### src/rtl/matrix_receiver_if.sv
// matrix_receiver_if: control, UART byte stream and parsed-matrix bundle for matrix_receiver
interface matrix_receiver_if;
    logic         start;
    logic [2:0]   matrix_row;
    logic [2:0]   matrix_col;
    logic         rx_valid;
    logic [7:0]   rx_data;
    logic         busy;
    logic         done;
    logic         error;
    logic [4:0]   elem_cnt;
    logic [224:0] data_flat;
    modport master (
        output start, matrix_row, matrix_col, rx_valid, rx_data,
        input  busy, done, error, elem_cnt, data_flat
    );
    modport slave (
        input  start, matrix_row, matrix_col, rx_valid, rx_data,
        output busy, done, error, elem_cnt, data_flat
    );
endinterface

### src/rtl/matrix_receiver.sv
// matrix_receiver: parses whitespace-separated decimal numbers from UART bytes
// into up to 25 compact 9-bit slots, row-major.
module matrix_receiver #(
    parameter int MAX_VAL = 511
) (
    input logic              clk,
    input logic              rst,
    matrix_receiver_if.slave bus
);
    typedef enum logic [2:0] {IDLE, SKIP, NUM, DONE, ERR, WAIT_RELEASE} state_t;
    state_t      state;
    logic [4:0]  expected;
    logic [12:0] acc;
    logic        is_digit, is_sep, bad_dims;
    logic [3:0]  digit;
    logic [12:0] next_acc;
    assign is_digit = bus.rx_data >= 8'h30 && bus.rx_data <= 8'h39;
    assign is_sep   = bus.rx_data == 8'h20 || bus.rx_data == 8'h0a || bus.rx_data == 8'h0d;
    assign digit    = bus.rx_data[3:0];
    assign next_acc = acc * 13'd10 + 13'(digit);
    assign bad_dims = bus.matrix_row == 3'd0 || bus.matrix_row > 3'd5 ||
                      bus.matrix_col == 3'd0 || bus.matrix_col > 3'd5;
    // Failure and completion are flagged on the deciding edge so the
    // DONE/ERR cycle already shows done/error with busy low.
    always_ff @(posedge clk or posedge rst) begin
        if (rst) begin
            state         <= IDLE;
            expected      <= '0;
            acc           <= '0;
            bus.busy      <= 1'b0;
            bus.done      <= 1'b0;
            bus.error     <= 1'b0;
            bus.elem_cnt  <= '0;
            bus.data_flat <= '0;
        end else begin
            bus.done <= 1'b0;
            case (state)
                IDLE: if (bus.start) begin
                    expected      <= 5'(bus.matrix_row) * 5'(bus.matrix_col);
                    acc           <= '0;
                    bus.elem_cnt  <= '0;
                    bus.data_flat <= '0;
                    bus.error     <= bad_dims;
                    bus.busy      <= !bad_dims;
                    state         <= bad_dims ? ERR : SKIP;
                end
                SKIP: if (bus.rx_valid) begin
                    if (is_digit) begin
                        acc   <= 13'(digit);
                        state <= NUM;
                    end else if (!is_sep) begin
                        bus.error <= 1'b1;
                        bus.busy  <= 1'b0;
                        state     <= ERR;
                    end
                end
                NUM: if (bus.rx_valid) begin
                    if (is_digit && next_acc <= 13'(MAX_VAL)) begin
                        acc <= next_acc;
                    end else if (is_sep) begin
                        bus.data_flat[9*bus.elem_cnt +: 9] <= acc[8:0];
                        bus.elem_cnt <= bus.elem_cnt + 5'd1;
                        if (bus.elem_cnt + 5'd1 == expected) begin
                            bus.done <= 1'b1;
                            bus.busy <= 1'b0;
                            state    <= DONE;
                        end else begin
                            state <= SKIP;
                        end
                    end else begin
                        bus.error <= 1'b1;
                        bus.busy  <= 1'b0;
                        state     <= ERR;
                    end
                end
                DONE:         state <= WAIT_RELEASE;
                ERR:          state <= WAIT_RELEASE;
                WAIT_RELEASE: if (!bus.start) state <= IDLE;
                default:      state <= IDLE;
            endcase
        end
    end
endmodule
### src/flat_wrapper.sv
// flat-port wrapper written by rule: the top's interface ports become plain ports
module matrix_receiver_flat 
#(
    parameter int MAX_VAL = 511
)
  (clk, rst, bus_start, bus_matrix_row, bus_matrix_col, bus_rx_valid, bus_rx_data, bus_busy, bus_done, bus_error, bus_elem_cnt, bus_data_flat);
  matrix_receiver_if bus_i ();
  input logic clk;
  input logic rst;
  input wire logic [$bits(bus_i.start)-1:0] bus_start;
  input wire logic [$bits(bus_i.matrix_row)-1:0] bus_matrix_row;
  input wire logic [$bits(bus_i.matrix_col)-1:0] bus_matrix_col;
  input wire logic [$bits(bus_i.rx_valid)-1:0] bus_rx_valid;
  input wire logic [$bits(bus_i.rx_data)-1:0] bus_rx_data;
  output wire logic [$bits(bus_i.busy)-1:0] bus_busy;
  output wire logic [$bits(bus_i.done)-1:0] bus_done;
  output wire logic [$bits(bus_i.error)-1:0] bus_error;
  output wire logic [$bits(bus_i.elem_cnt)-1:0] bus_elem_cnt;
  output wire logic [$bits(bus_i.data_flat)-1:0] bus_data_flat;
  assign bus_i.start = bus_start;
  assign bus_i.matrix_row = bus_matrix_row;
  assign bus_i.matrix_col = bus_matrix_col;
  assign bus_i.rx_valid = bus_rx_valid;
  assign bus_i.rx_data = bus_rx_data;
  assign bus_busy = bus_i.busy;
  assign bus_done = bus_i.done;
  assign bus_error = bus_i.error;
  assign bus_elem_cnt = bus_i.elem_cnt;
  assign bus_data_flat = bus_i.data_flat;
  matrix_receiver #(.MAX_VAL(MAX_VAL)) u_core (.clk(clk), .rst(rst), .bus(bus_i));
endmodule
### config.mk
export PLATFORM = sky130hd
export DESIGN_NAME = matrix_receiver_flat
export DESIGN_NICKNAME = d
export VERILOG_FILES = /design/src/rtl/matrix_receiver_if.sv /design/src/rtl/matrix_receiver.sv /design/src/flat_wrapper.sv
export SDC_FILE = /design/constraint.sdc
export NUM_CORES = 1
export LEC_CHECK = 0
export CAP_MARGIN = 0
export CORE_UTILIZATION = 54
export CTS_CLUSTER_SIZE = 14
export DETAILED_ROUTE_END_ITERATION = 7
export MAX_ROUTING_LAYER = met4
export PLACE_DENSITY = 0.81
export SETUP_SLACK_MARGIN = 0.05
export SLEW_MARGIN = 15
export SYNTH_ARGS = -nofsm -noshare
export SYNTH_HDL_FRONTEND = slang
export SYNTH_SLANG_ARGS = --single-unit
### constraint.sdc
create_clock -name clk -period 24.4 [get_ports clk]
set_clock_uncertainty 0.2 [all_clocks]
set_input_delay 3.66 -clock clk [delete_from_list [all_inputs] [get_ports clk]]
set_output_delay 3.66 -clock clk [all_outputs]
set_load 0.02 [all_outputs]
# Yosys cells after proc, flatten, opt, wreduce, memory -nomap -nowiden
# Index checks and enable logic that the tools add are counted.
# totals
elab_cells	111
out_inout_bits	233
in_bits	18
reg_bits	254
# op_classes
muxes	49
n_eq_ne	21
n_mul	3
add_sub_neg	3
shifts	2
n_lt_le_gt_ge	5
n_reduce_logical	20
# ops
operator	n
two-way mux 225 bit	4
case mux 225 bit (2 select lines)	1
bitwise mux 225 bit	1
variable shift 9 x 34 -> 225 bit (first input constant)	1
variable part select 9 x 34 -> 225 bit	1
two-way mux 13 bit	5
case mux 13 bit (3 select lines)	1
negation 9 -> 34 bit	1
two-way mux 3 bit	9
two-way mux 5 bit	4
two-way mux 1 bit	19
AND reduction 6 bit	3
equality test 8 x 4 -> 1 bit (second input constant)	2
case mux 3 bit (5 select lines)	1
!= test 2 bit (second input constant)	7
adder 13 x 4 -> 13 bit	1
<= comparator 13 x 9 -> 1 bit (second input constant)	1
multiplier 13 x 3 -> 12 bit (second input constant)	1
case mux 5 bit (2 select lines)	1
logical NOT 3 bit	3
multiplier 4 x 5 -> 9 bit (first input constant)	1
equality test 8 x 6 -> 1 bit (second input constant)	1
>= comparator 8 x 6 -> 1 bit (second input constant)	1
<= comparator 8 x 6 -> 1 bit (second input constant)	1
21 further kinds	32

# Depth between registers and ports, before layout
# logic_depth
depth_word	8
mapped_depth	14

# Worst setup path after synthesis
# OpenSTA, ideal clock, no wires.
# synth_path
path_type	in2reg
from	input port bus_rx_data[1]
to	register u_core.acc[1]
slack_ps	18246
setup_ps	125
arrival_ps	5829
stages	12
cell_sequence	ha_1 fa_1 a21o_1 nand2_1 nor3b_2 nand3_1 xnor2_1 nor4b_1 o2bb2ai_2 o21ai_2 buf_6 mux2_4
# synth_between
elab_chain_len	5
# synth_rtl
item	line_no	rtl
from (decl)	flat_wrapper.sv:14	input wire logic [$bits(bus_i.rx_data)-1:0] bus_rx_data;
adder 13 x 4 -> 13 bit (tied with other cells)	matrix_receiver.sv:20	assign next_acc = acc * 13'd10 + 13'(digit);
<= comparator 13 x 9 -> 1 bit / logical AND 1 bit (equally long branches)	matrix_receiver.sv:58, matrix_receiver.sv:17	
logical AND 1 bit	matrix_receiver.sv:58	if (is_digit && next_acc <= 13'(MAX_VAL)) begin
!= test 2 x 1 -> 1 bit (no line)	-	
AND reduction 6 bit (no line)	-	
to (signal assigned)	matrix_receiver.sv:49	acc <= 13'(digit);
to (signal assigned)	matrix_receiver.sv:59	acc <= next_acc;
to (decl)	matrix_receiver.sv:13	logic [12:0] acc;
# Several ways; a longest one is shown, not always the timed one. The select of a mux whose other input is x is not followed.
# A chain may end at the register's enable or synchronous reset.

# Worst setup path after layout
# layout_path
from	input port bus_rx_data[2]
to	register u_core.bus.data_flat[128]
# layout_between
elab_chain_len	5
# layout_rtl
item	line_no	rtl
adder 13 x 4 -> 13 bit (tied with other cells)	matrix_receiver.sv:20	
<= comparator 13 x 9 -> 1 bit (tied with other cells)	matrix_receiver.sv:58	
logical AND 1 bit / logical OR 1 bit (equally long branches)	matrix_receiver.sv:58, matrix_receiver.sv:18	
!= test 2 bit (no line) / != test 2 x 1 -> 1 bit (equally long branches)	-	
AND reduction 5 bit (no line) (*)	-	
to (signal, indexed assignment)	matrix_receiver.sv:61	bus.data_flat[9*bus.elem_cnt +: 9] <= acc[8:0];
to (decl)	matrix_receiver_if.sv:19	output busy, done, error, elem_cnt, data_flat
# Every way passes the cells marked *; elsewhere a longest branch is shown, timed or not.

==> reports/results.tsv <==
stage	metric	value	unit
logic_synthesis	ys_ff_latch	253	
power_and_ir_drop	switchingPower	0.000287	W
floorplan	fp.dieH	144	um
routing	viasPerCell	5.77	
placed_design	port_buffers	250	
timing	setup_slack	17.90	ns
routing	wl_per_cell	19.8	um
logic_synthesis	synth_warnings	0	
routing	drt_first_pass_iters	5	
timing	slew_headroom	0.229	
floorplan	io_pins	251	
clock_tree	cts.clk_slew.worst_paths	0.07	ns
clock_tree	clock_latency	0.52	ns
routing	dr_total_vias	9576	
timing	hold_slack	0.279	ns
setup_path	cp_max_fo	44	
logic_synthesis	synth_compound_area_frac	0.158	
placed_design	placedCellCount	1614	
clock_tree	clock-root-buffer	clkbuf_16	
clock_tree	cts_made_buffers	25	
logic_synthesis	synth.area.top_cells	dfrtp_1, nand2_1, o21ai_0, ha_1, xnor2_1	
placed_design	dp_hpwl	22.7	mm
logic_synthesis	synth_edf_count	0	
power_and_ir_drop	p_int	0.000720	W
outcome	status	finished, final reports clean	
timing	slew_violations	0	
timing	post-route-period-util	0.266	
timing	fmax	0.154	GHz
power_and_ir_drop	power_frac_seq	0.452	
logic_synthesis	yosys.area.top_type_share	0.578	
global_route	antenna_found_initial	0	
clock_tree	hold_buffers	0	
timing	fin_crit	6.50	ns
global_route	grt_max_degree	124	
timing	tightest_slew	1.16	ns
global_route	grt_use_total	0.330	
logic_synthesis	syn_nets	1179	
routing	routed_wl	32.9	mm
finish	syn_to_final_growth	32.8	%
floorplan	die_x	144	um
logic_synthesis	synthXorXnorAreaFrac	0.0208	
placed_design	place_ws	17.39	ns
logic_synthesis	yosys.area.top_type	dfrtp_1	
floorplan	row_count	51	
timing	setup_tns	0	ns
logic_synthesis	synthMuxAreaShare	0.00833	
finish	drive_above_1_share	0.0574	
power_and_ir_drop	swShare	0.285	
logic_synthesis	avgSynthCellArea	9.70	um^2
logic_synthesis	synth-simple-area-share	0.178	
clock_tree	cts_tree	done	
power_and_ir_drop	p_per_area	69.1	nW/um^2
setup_path	end_kind	register	
logic_synthesis	synthArstFlopShare	1.00	
flow_run	maxCapViolations	0	
setup_path	arrival	6.65	ns
floorplan	coreArea	19700	um^2
clock_tree	htreeDepth	1	
placed_design	gp_congestion	0.879	
setup_path	startpoint_type	input pin	
logic_synthesis	synth_top_family_by_area	simple AND/OR/NAND/NOR gates	
power_and_ir_drop	leakage	6.18	nW
logic_synthesis	syn_area	11000	um^2
clock_tree	postCtsResizedCells	0	
logic_synthesis	synthCells	1130	
routing	ant_nets	0	
finish	n_fill_cell	1421	
clock_tree	clk_path_buf_depth	3	
clock_tree	cts_setup_buffers	0	
timing	setup-violations-final	0	
routing	drc	0	
global_route	grt_pass1_vias	9122	
hold_path	hold_class	register to register	
floorplan	initial_core_util	0.558	
timing	rsz0062_at_grt	false	
clock_tree	cts.sinks	253	
timing	hold_viol	0	
power_and_ir_drop	power.share.clock	0.401	
logic_synthesis	synthAdderAreaFrac	0.0381	
logic_synthesis	synth_cell_types	63	
global_route	grt_overflow	0	
routing	drt_iter0_markers	739	
floorplan	dieArea	20900	um^2
setup_path	critPathKind	input pin to register	
logic_synthesis	yosysSeqAreaShare	0.578	
finish	fin_nets	1425	
setup_path	required	24.55	ns
power_and_ir_drop	vdd_drop_max	0.0000492	V
finish	stdcell_count	1659	
global_route	grt_pass1_wl	50.7	mm
logic_synthesis	synthFlopType	dfrtp_1	
finish	diodes	0	
power_and_ir_drop	combPwrFrac	0.147	
[final cells by class]
class | count | area [um^2] | area share
Clock buffer | 33 | 726 | 0.0498
Multi-Input combinational cell | 825 | 4420 | 0.304
Sequential cell | 253 | 6330 | 0.435
Timing Repair Buffer | 255 | 2540 | 0.174
Inverter | 16 | 67.6 | 0.00464
Tap cell | 265 | 332 | 0.0228
Clock inverter | 12 | 144 | 0.00988
[cells by family after synthesis]
| logic type | count (synthesis) |
|---|---|
| simple gates | 445 |
| mux | 8 |
| buf+inv | 52 |
| compound gates | 315 |
| flops | 253 |
| xor+xnor | 26 |
| fa+ha+maj | 31 |
[power groups by stage]
| stage | sequential [W] | combinational [W] | clock, W |
|---|---|---|---|
| after detailed placement | 0.000462 | 0.000147 | 0 |
| after CTS | 0.000455 | 0.000148 | 0.000406 |
| after floorplan | 0.000450 | 0.000115 | 0 |
| final | 0.000455 | 0.000148 | 0.000404 |
| after global routing | 0.000457 | 0.000165 | 0.000423 |
| after global placement | 0.000462 | 0.000143 | 0 |
[cell usage after synthesis (all sizes together), types with 2 or more instances]
cell type  number
a2111oi         2
a21o            5
a21oi          21
a221oi          2
a22oi           4
a31o            2
a31oi           5
and2            7
and3            2
buf             6
clkbuf         30
dfrtp         253
fa              4
ha             27
inv            16
mux2            6
mux2i           2
nand2         332
nand2b         10
nand3          23
nand3b          2
nand4           3
nor2           24
nor2b          16
nor3           11
nor3b           4
o21a            2
o21ai         250
o22ai           4
o2bb2ai         7
o31ai           4
o32ai           2
or2             3
or3             2
xnor2          19
xor2            7
[worst max-delay path, cell delays in order]
cell,delay [ns]
clkdlybuf4s50_1,0.63
nand2_1,0.09
o22ai_1,0.13
nand3b_1,0.14
a2111oi_4,0.49
a31oi_2,0.19
nor3_4,0.14
buf_4,0.47
o21ai_1,0.41
nand2_1,0.16
o21ai_0,0.14
[metal layers]
metal | global-route usage | vias to the layer above | wire length, um
li1 | - | 4344 | -
met1 | 0.432 | 4688 | 13000
met2 | 0.532 | 469 | 16200
met3 | 0.0480 | 75 | 2660
met4 | 0.107 | 0 | 1050
met5 | - | - | 0
[registers in the layout, indices dropped and copies added, names as in the netlist]
register,flops
u_core.bus.data_flat,225
u_core.acc,12
u_core.bus.busy,1
u_core.bus.elem_cnt,5
u_core.expected,5
u_core.bus.error,1
u_core.state,3
u_core.bus.done,1
[cell usage in the layout (no fill, tap or decap), types with 8 or more instances in the layout]
| master | n |
|---|---|
| nor3_1 | 10 |
| o21ai_1 | 11 |
| dfrtp_1 | 253 |
| nand3_1 | 15 |
| nand2b_1 | 10 |
| nor2_1 | 21 |
| xnor2_1 | 19 |
| nand2_1 | 330 |
| nor2b_1 | 16 |
| nand3_2 | 8 |
| ha_1 | 27 |
| o21ai_0 | 238 |
| clkdlybuf4s50_1 | 250 |
| inv_1 | 15 |
| clkbuf_16 | 25 |
| a21oi_1 | 21 |
[final timing paths]
path / slack, ns / from / to / cells after the start
setup / recovery: 17.90 / bus_rx_data[2] / u_core.bus.data_flat[128] / 11
hold / removal: 0.28 / u_core.bus.data_flat[120] / u_core.bus.data_flat[120] / 2
setup reg to reg: 20.39 / u_core.acc[1] / u_core.acc[2] / 12
hold reg to reg: 0.28 / u_core.bus.data_flat[120] / u_core.bus.data_flat[120] / 2
max in group asynchronous: 19.00 / rst / u_core.bus.data_flat[178] / 3
min in group asynchronous: 3.51 / rst / u_core.bus.data_flat[123] / 2
[per-stage QoR]
| stage | cell area (um^2) | util | power, W |
|---|---|---|---|
| 6_report | 14600 | 0.741 | 0.00101 |
| 3_5_place_dp | 13700 | 0.697 | 0.000609 |
| 2_1_floorplan | 11000 | - | 0.000565 |
| 4_1_cts | 14600 | 0.741 | 0.00101 |
| 5_1_grt | 14600 | 0.741 | 0.00104 |
| 3_3_place_gp | 13700 | 0.697 | 0.000605 |
Note: power is estimated with default switching activity, not from simulation.
